--- config.mk ---
export PLATFORM = sky130hd
export DESIGN_NAME = branch_update_queue
export DESIGN_NICKNAME = d
export VERILOG_FILES = /design/src/rtl/bp_pkg.sv /design/src/rtl/bq_storage.sv /design/src/rtl/branch_update_queue.sv
export SDC_FILE = /design/constraint.sdc
export NUM_CORES = 1
export LEC_CHECK = 0
export CAP_MARGIN = 20
export CORE_UTILIZATION = 60
export CTS_BUF_LIST = sky130_fd_sc_hd__clkbuf_2
export CTS_CLUSTER_SIZE = 30
export DETAILED_ROUTE_END_ITERATION = 8
export GPL_TIMING_DRIVEN = 0
export PLACE_DENSITY = 0.81
export SYNTH_ARGS = -nofsm -noshare
export SYNTH_HDL_FRONTEND = slang
export SYNTH_SLANG_ARGS = --single-unit
export TNS_END_PERCENT = 5
--- constraint.sdc ---
create_clock -name clock -period 4.8 [get_ports clock]
set_input_delay 0.48 -clock clock [delete_from_list [all_inputs] [get_ports clock]]
set_output_delay 0.48 -clock clock [all_outputs]
set_load 0.02 [all_outputs]
--- src/rtl/bp_pkg.sv ---
// Shared branch-predictor types: queued prediction entry and retire/update bundle.
// Widths here set the defaults used by the update queue and its storage.
package bp_pkg;

  localparam int BP_GHR_W = 12;
  localparam int BP_PC_W  = 32;

  typedef struct packed {
    logic [BP_PC_W-1:0]  pc;
    logic [BP_GHR_W-1:0] ghr;
    logic                global_pred;
    logic                local_pred;
    logic                final_pred;
  } bp_entry_t;

  typedef struct packed {
    logic                valid;
    logic [BP_PC_W-1:0]  pc;
    logic [BP_GHR_W-1:0] ghr;
    logic                taken;
    logic                global_correct;
    logic                local_correct;
    logic                mispredict;
  } bp_update_t;

  // Training bundle for a retiring entry; correctness flags are XNOR with the outcome.
  function automatic bp_update_t make_update(input bp_entry_t e, input logic actual);
    bp_update_t u;
    u.valid          = 1'b1;
    u.pc             = e.pc;
    u.ghr            = e.ghr;
    u.taken          = actual;
    u.global_correct = ~(e.global_pred ^ actual);
    u.local_correct  = ~(e.local_pred ^ actual);
    u.mispredict     = e.final_pred ^ actual;
    return u;
  endfunction

endpackage

--- src/rtl/bq_storage.sv ---
// Entry array for the branch update queue: one write port, one combinational read port.
// Zero read latency; no backpressure of its own, the owner gates writes and retires.
// Only per-entry valid bits are reset; payload is written before it is ever read.
module bq_storage
  import bp_pkg::*;
#(
  parameter int DEPTH = 8
) (
  input  logic                     clock,
  input  logic                     reset,
  input  logic                     wr_en,
  input  logic [$clog2(DEPTH)-1:0] wr_ptr,
  input  bp_entry_t                wr_entry,
  input  logic [$clog2(DEPTH)-1:0] rd_ptr,
  output bp_entry_t                rd_entry,
  output logic                     rd_valid,
  input  logic                     retire,
  input  logic                     flush
);

  bp_entry_t        mem [DEPTH];
  logic [DEPTH-1:0] valid;

  always_ff @(posedge clock) begin
    if (wr_en) begin
      mem[wr_ptr] <= wr_entry;
    end
  end

  always_ff @(posedge clock or posedge reset) begin
    if (reset) begin
      valid <= '0;
    end else if (flush) begin
      valid <= '0;
    end else begin
      if (retire) valid[rd_ptr] <= 1'b0;
      if (wr_en)  valid[wr_ptr] <= 1'b1;
    end
  end

  assign rd_entry = mem[rd_ptr];
  assign rd_valid = valid[rd_ptr];

endmodule

--- src/rtl/branch_update_queue.sv ---
// In-order queue of in-flight branch predictions; retires the head on resolve and emits training data.
// Resolve -> upd_* one cycle later (registered); enqueue visible at head one cycle later.
// pred_ready = !full from registered count only; a mispredict flushes all younger and same-cycle entries.
module branch_update_queue
  import bp_pkg::*;
#(
  parameter int DEPTH = 8,
  parameter int GHR_W = BP_GHR_W,
  parameter int PC_W  = BP_PC_W
) (
  input  logic                     clock,
  input  logic                     reset,
  input  logic                     pred_valid,
  output logic                     pred_ready,
  input  logic [PC_W-1:0]          pred_pc,
  input  logic [GHR_W-1:0]         pred_ghr,
  input  logic                     pred_global,
  input  logic                     pred_local,
  input  logic                     pred_taken,
  input  logic                     resolve_valid,
  input  logic                     resolve_taken,
  output logic                     upd_valid,
  output logic [PC_W-1:0]          upd_pc,
  output logic [GHR_W-1:0]         upd_ghr,
  output logic                     upd_taken,
  output logic                     upd_global_correct,
  output logic                     upd_local_correct,
  output logic                     upd_mispredict,
  output logic [GHR_W-1:0]         recover_ghr,
  output logic [$clog2(DEPTH):0]   count,
  output logic                     underflow_err
);

  localparam int PTR_W = $clog2(DEPTH);
  localparam int CNT_W = PTR_W + 1;
  localparam logic [CNT_W-1:0] FULL_CNT = CNT_W'(DEPTH);

  logic [PTR_W-1:0] head;
  logic [PTR_W-1:0] tail;
  logic [CNT_W-1:0] count_q;
  logic             underflow_q;
  bp_update_t       upd_q;

  bp_entry_t        wr_entry;
  bp_entry_t        rd_entry;
  logic             head_vld;
  logic             full;
  logic             empty;
  logic             enq;
  logic             deq;
  logic             mispredict;
  logic             wr_en;

  always_comb begin
    full       = (count_q == FULL_CNT);
    empty      = (count_q == '0);
    enq        = pred_valid && !full;
    deq        = resolve_valid && !empty && head_vld;
    mispredict = deq && (rd_entry.final_pred != resolve_taken);
    // A prediction arriving alongside a mispredict is already wrong-path.
    wr_en      = enq && !mispredict;

    wr_entry             = '0;
    wr_entry.pc          = pred_pc;
    wr_entry.ghr         = pred_ghr;
    wr_entry.global_pred = pred_global;
    wr_entry.local_pred  = pred_local;
    wr_entry.final_pred  = pred_taken;
  end

  bq_storage #(
    .DEPTH (DEPTH)
  ) u_storage (
    .clock    (clock),
    .reset    (reset),
    .wr_en    (wr_en),
    .wr_ptr   (tail),
    .wr_entry (wr_entry),
    .rd_ptr   (head),
    .rd_entry (rd_entry),
    .rd_valid (head_vld),
    .retire   (deq),
    .flush    (mispredict)
  );

  always_ff @(posedge clock or posedge reset) begin
    if (reset) begin
      head    <= '0;
      tail    <= '0;
      count_q <= '0;
    end else if (mispredict) begin
      head    <= head + 1'b1;
      tail    <= head + 1'b1;
      count_q <= '0;
    end else begin
      if (deq) head <= head + 1'b1;
      if (enq) tail <= tail + 1'b1;
      case ({enq, deq})
        2'b10:   count_q <= count_q + 1'b1;
        2'b01:   count_q <= count_q - 1'b1;
        default: count_q <= count_q;
      endcase
    end
  end

  always_ff @(posedge clock or posedge reset) begin
    if (reset) begin
      upd_q       <= '0;
      underflow_q <= 1'b0;
    end else begin
      if (deq) begin
        upd_q <= make_update(rd_entry, resolve_taken);
      end else begin
        upd_q.valid <= 1'b0;
      end
      if (resolve_valid && empty) underflow_q <= 1'b1;
    end
  end

  assign pred_ready         = !full;
  assign count              = count_q;
  assign underflow_err      = underflow_q;
  assign upd_valid          = upd_q.valid;
  assign upd_pc             = upd_q.pc;
  assign upd_ghr            = upd_q.ghr;
  assign upd_taken          = upd_q.taken;
  assign upd_global_correct = upd_q.global_correct;
  assign upd_local_correct  = upd_q.local_correct;
  assign upd_mispredict     = upd_q.mispredict;
  assign recover_ghr        = {upd_q.ghr[GHR_W-2:0], upd_q.taken};

endmodule

==> summary.md <==
| Metric | Value |
|---|---|
| Outcome | complete, no violations |
| TNS Setup | 0 ps |
| Synth area leaders | edfxtp_1 (66%), mux4_2 (12%), dfrtp_1 (10%), mux2i_1 (3.2%), o21ai_0 (1.5%) |
| Crit end category | register |
| Post-DP HPWL | 22400 um |
| Overall Power | 12.1 mW |
| Initial detailed-routing violation count | 804 |
| Io pins | 119 |
| Post-cts resize count | 0 |
| Flops & latches, synth | 444 |
| GPL Wtd Cong | 0.816 |
| Die height | 171 um |
| DP Cell Count | 1369 |
| Clock buffer count from CTS | 103 |
| Largest net degree at the start of global routing | 40 |
| Final setup fails | 0 |
| Most frequent CP cell | buf_2 |
| Top fanout value on the critical path | 25 |
| DR pass1 iterations | 5 |
| Final Worst Setup Slack | 1450 ps |
| Initial Util | 61.2% |
| Area share of the largest cell type after synthesis | 66.0% |
| Req. time, crit path | 5380 ps |
| Final antenna-violating net count | 0 |
| Vias in the first global route | 9374 |
| Post-route cell area | 0.0202 mm2 |
| Slowest CP cell | nor2_4 |
| Number of flops mapped to enable cells by yosys | 376 |
| Leak | 7.13 nW |
| Buf/Inv on CP | 5 |
| Final Max Slew Viols | 0 |
| Drt via density | 5.84 |
| Area leader, netlist | edfxtp_1 |
| Unrepaired setup endpoints after global routing | no |
| Max_cap viols | 0 |
| Fin Hold WS | 170 ps |
| Layout cell share with drive strength beyond 1 | 28.3% |
| DR vias | 9148 |
| WL final | 35600 um |
| Port bufs | 118 |
| Clock Tree Root | clkbuf_2 |
| Total track usage | 25.6% |
| Global-route wire length before repair | 53200 um |
| GR Overflow Total | 0 |
| Worst path max stage delay | 720 ps |
| Post-DP Area | 0.0192 mm2 |
| Peak supply drop | 0.372 mV |
| Final Non-Filler Cells | 1566 |
| CP startpoint kind | register |
| Synthesized area | 0.0171 mm2 |
| Setup Slack @ Placement | 1320 ps |
| Mapped Nets | 913 |
| Routed len/inst | 22.7 um |
| Postcts setup bufs | 0 |
| Delay-heaviest family, CP | buffers and inverters |
| CP arrival | 3930 ps |
| Mapped Cells | 857 |
| Worst setup path class | register to register |
| CP cell instances | buf_2, nand2b_1, a2bb2oi_1, a21o_1, buf_2, nor3_2, buf_4, buf_6, nor2_4, buf_12 |
| CORE AREA | 0.0279 mm2 |
| Hold Startpoint | resolve_valid |
| DRC | 0 |
| CTS sink cnt | 444 |
| Fmax | 298 MHz |
| Minimum clock period | 3350 ps |
| Ys async rst share | 15.3% |
| Nets | 1153 |
| H-tree levels | 3 |
| Sequential area share after synthesis | 76.0% |
| Hold Path Class | input port to register |
| Hold buffer count at CTS | 1 |
| Relative slew slack | 37.3% |
| Crit path from | head[1] |
| DIE AREA | 0.0292 mm2 |
| Mean Syn Cell Area | 20.0 um2 |
| Crit share post-route | 69.8% |
| Final Util | 72.2% |
| Die width | 171 um |
| Clock-pin slew on the worst setup and hold paths | 100 ps |
| P per Cell Area | 601 mW/mm2 |
| Hold violation total from the final report | 0 |
| Max Buffers Root-to-Sink | 3 |
| Critical R2R Launch | head[1] |
| CTS tree | yes |
| Area Growth Syn to Fin | 18.0% |
| Reg-to-reg slack, setup | 1450 ps |
| Worst-margin pin slew | 940 ps |
| Skew final | 86.7 ps |
| Clk Latency, worst-skew pair | 940 ps |
| Most used DFF post-synth | edfxtp_1 |
| Count of different cell masters after synthesis | 43 |
| Initial antenna violation count | 2 |
| Total number of yosys warnings | 0 |
| Row count | 61 |
==> worst paths after layout <==
path,end,cells after the start
max,u_storage.mem[6][36],10
min,underflow_err,2
max reg2reg,u_storage.mem[6][36],10
min reg2reg,underflow_err,1
max in group asynchronous,upd_ghr[3],4
min in group asynchronous,count[3],3
==> per-layer routing <==
layer  up-vias  global-route usage (%)  part of all wire (%)
met5         -                       0                     0
li1       3978                       -                     -
met1      4707                    34.0                    40
met4         0                    8.66                   1.5
met2       412                    42.6                    51
met3        51                    5.67                   7.5
==> flip-flops by register name, summed over array words and instances (netlist names) <==
signal              flops
count                   4
upd_local_correct       1
upd_pc                 32
upd_mispredict          1
u_storage.valid         8
underflow_err           1
upd_global_correct      1
upd_ghr                12
head                    3
tail                    3
u_storage.mem         376
upd_taken               1
upd_valid               1
==> final cells by class <==
cell class	instances	area, um2
antenna	2	5.00
buffer	59	355
clock buffer	166	831
clock inverter	28	145
fill	1712	7750
inverter	3	13.8
multi-input combinational	351	3800
sequential	444	13000
tap	378	473
timing repair buffer	135	1560
==> synth_stat cells, types with 2 or more instances <==
library cell,count
edfxtp_1,376
mux4_2,92
a21o_1,3
a31oi_1,2
o31ai_1,6
buf_6,6
nor2b_1,4
nand2b_1,3
xnor2_1,7
clkbuf_1,14
xor2_1,4
a21oi_1,9
buf_4,19
mux2i_1,55
inv_1,3
nand3_1,4
nand2_1,66
buf_2,14
o21ai_0,52
nor2_1,15
dfrtp_1,68
nor3_2,2
ha_1,4
buf_1,6
o211ai_1,4
mux2_2,2
==> logic make-up (layout without fill, tap and decap cells) <==
group           Yosys count  count (layout)  share of synthesized area (%)
other cells               0               2                              0
flops                   444             444                           76.0
mux                     149             149                           15.5
simple gates            102             102                           2.70
compound gates           85              85                           2.85
xor+xnor                 11              11                          0.563
buf+inv                  62             391                           2.14
fa+ha+maj                 4               4                          0.293
==> layout by cell type (no fill, tap or decap), types with 7 or more instances in the layout <==
| cell type | synthesis | layout |
|---|---|---|
| nor2_1 | 15 | 7 |
| a21oi_1 | 9 | 9 |
| o21ai_0 | 52 | 52 |
| nand2_1 | 66 | 66 |
| mux2i_1 | 55 | 55 |
| clkbuf_2 | 0 | 166 |
| buf_12 | 0 | 9 |
| clkdlybuf4s50_1 | 0 | 118 |
| buf_2 | 14 | 14 |
| clkbuf_1 | 14 | 14 |
| buf_4 | 19 | 19 |
| xnor2_1 | 7 | 7 |
| edfxtp_1 | 376 | 376 |
| nor2_4 | 0 | 8 |
| buf_16 | 0 | 7 |
| dfrtp_1 | 68 | 68 |
| mux4_2 | 92 | 92 |
| clkinv_1 | 0 | 21 |
==> where the power goes <==
part	total (mW)	leakage, nW	internal [mW]	switching [mW]
Sequential	5.27	4.25	4.97	0.299
Combinational	4.48	2.13	2.06	2.42
Clock	2.38	0.749	0.965	1.41
(Power assumes the default switching activity.)
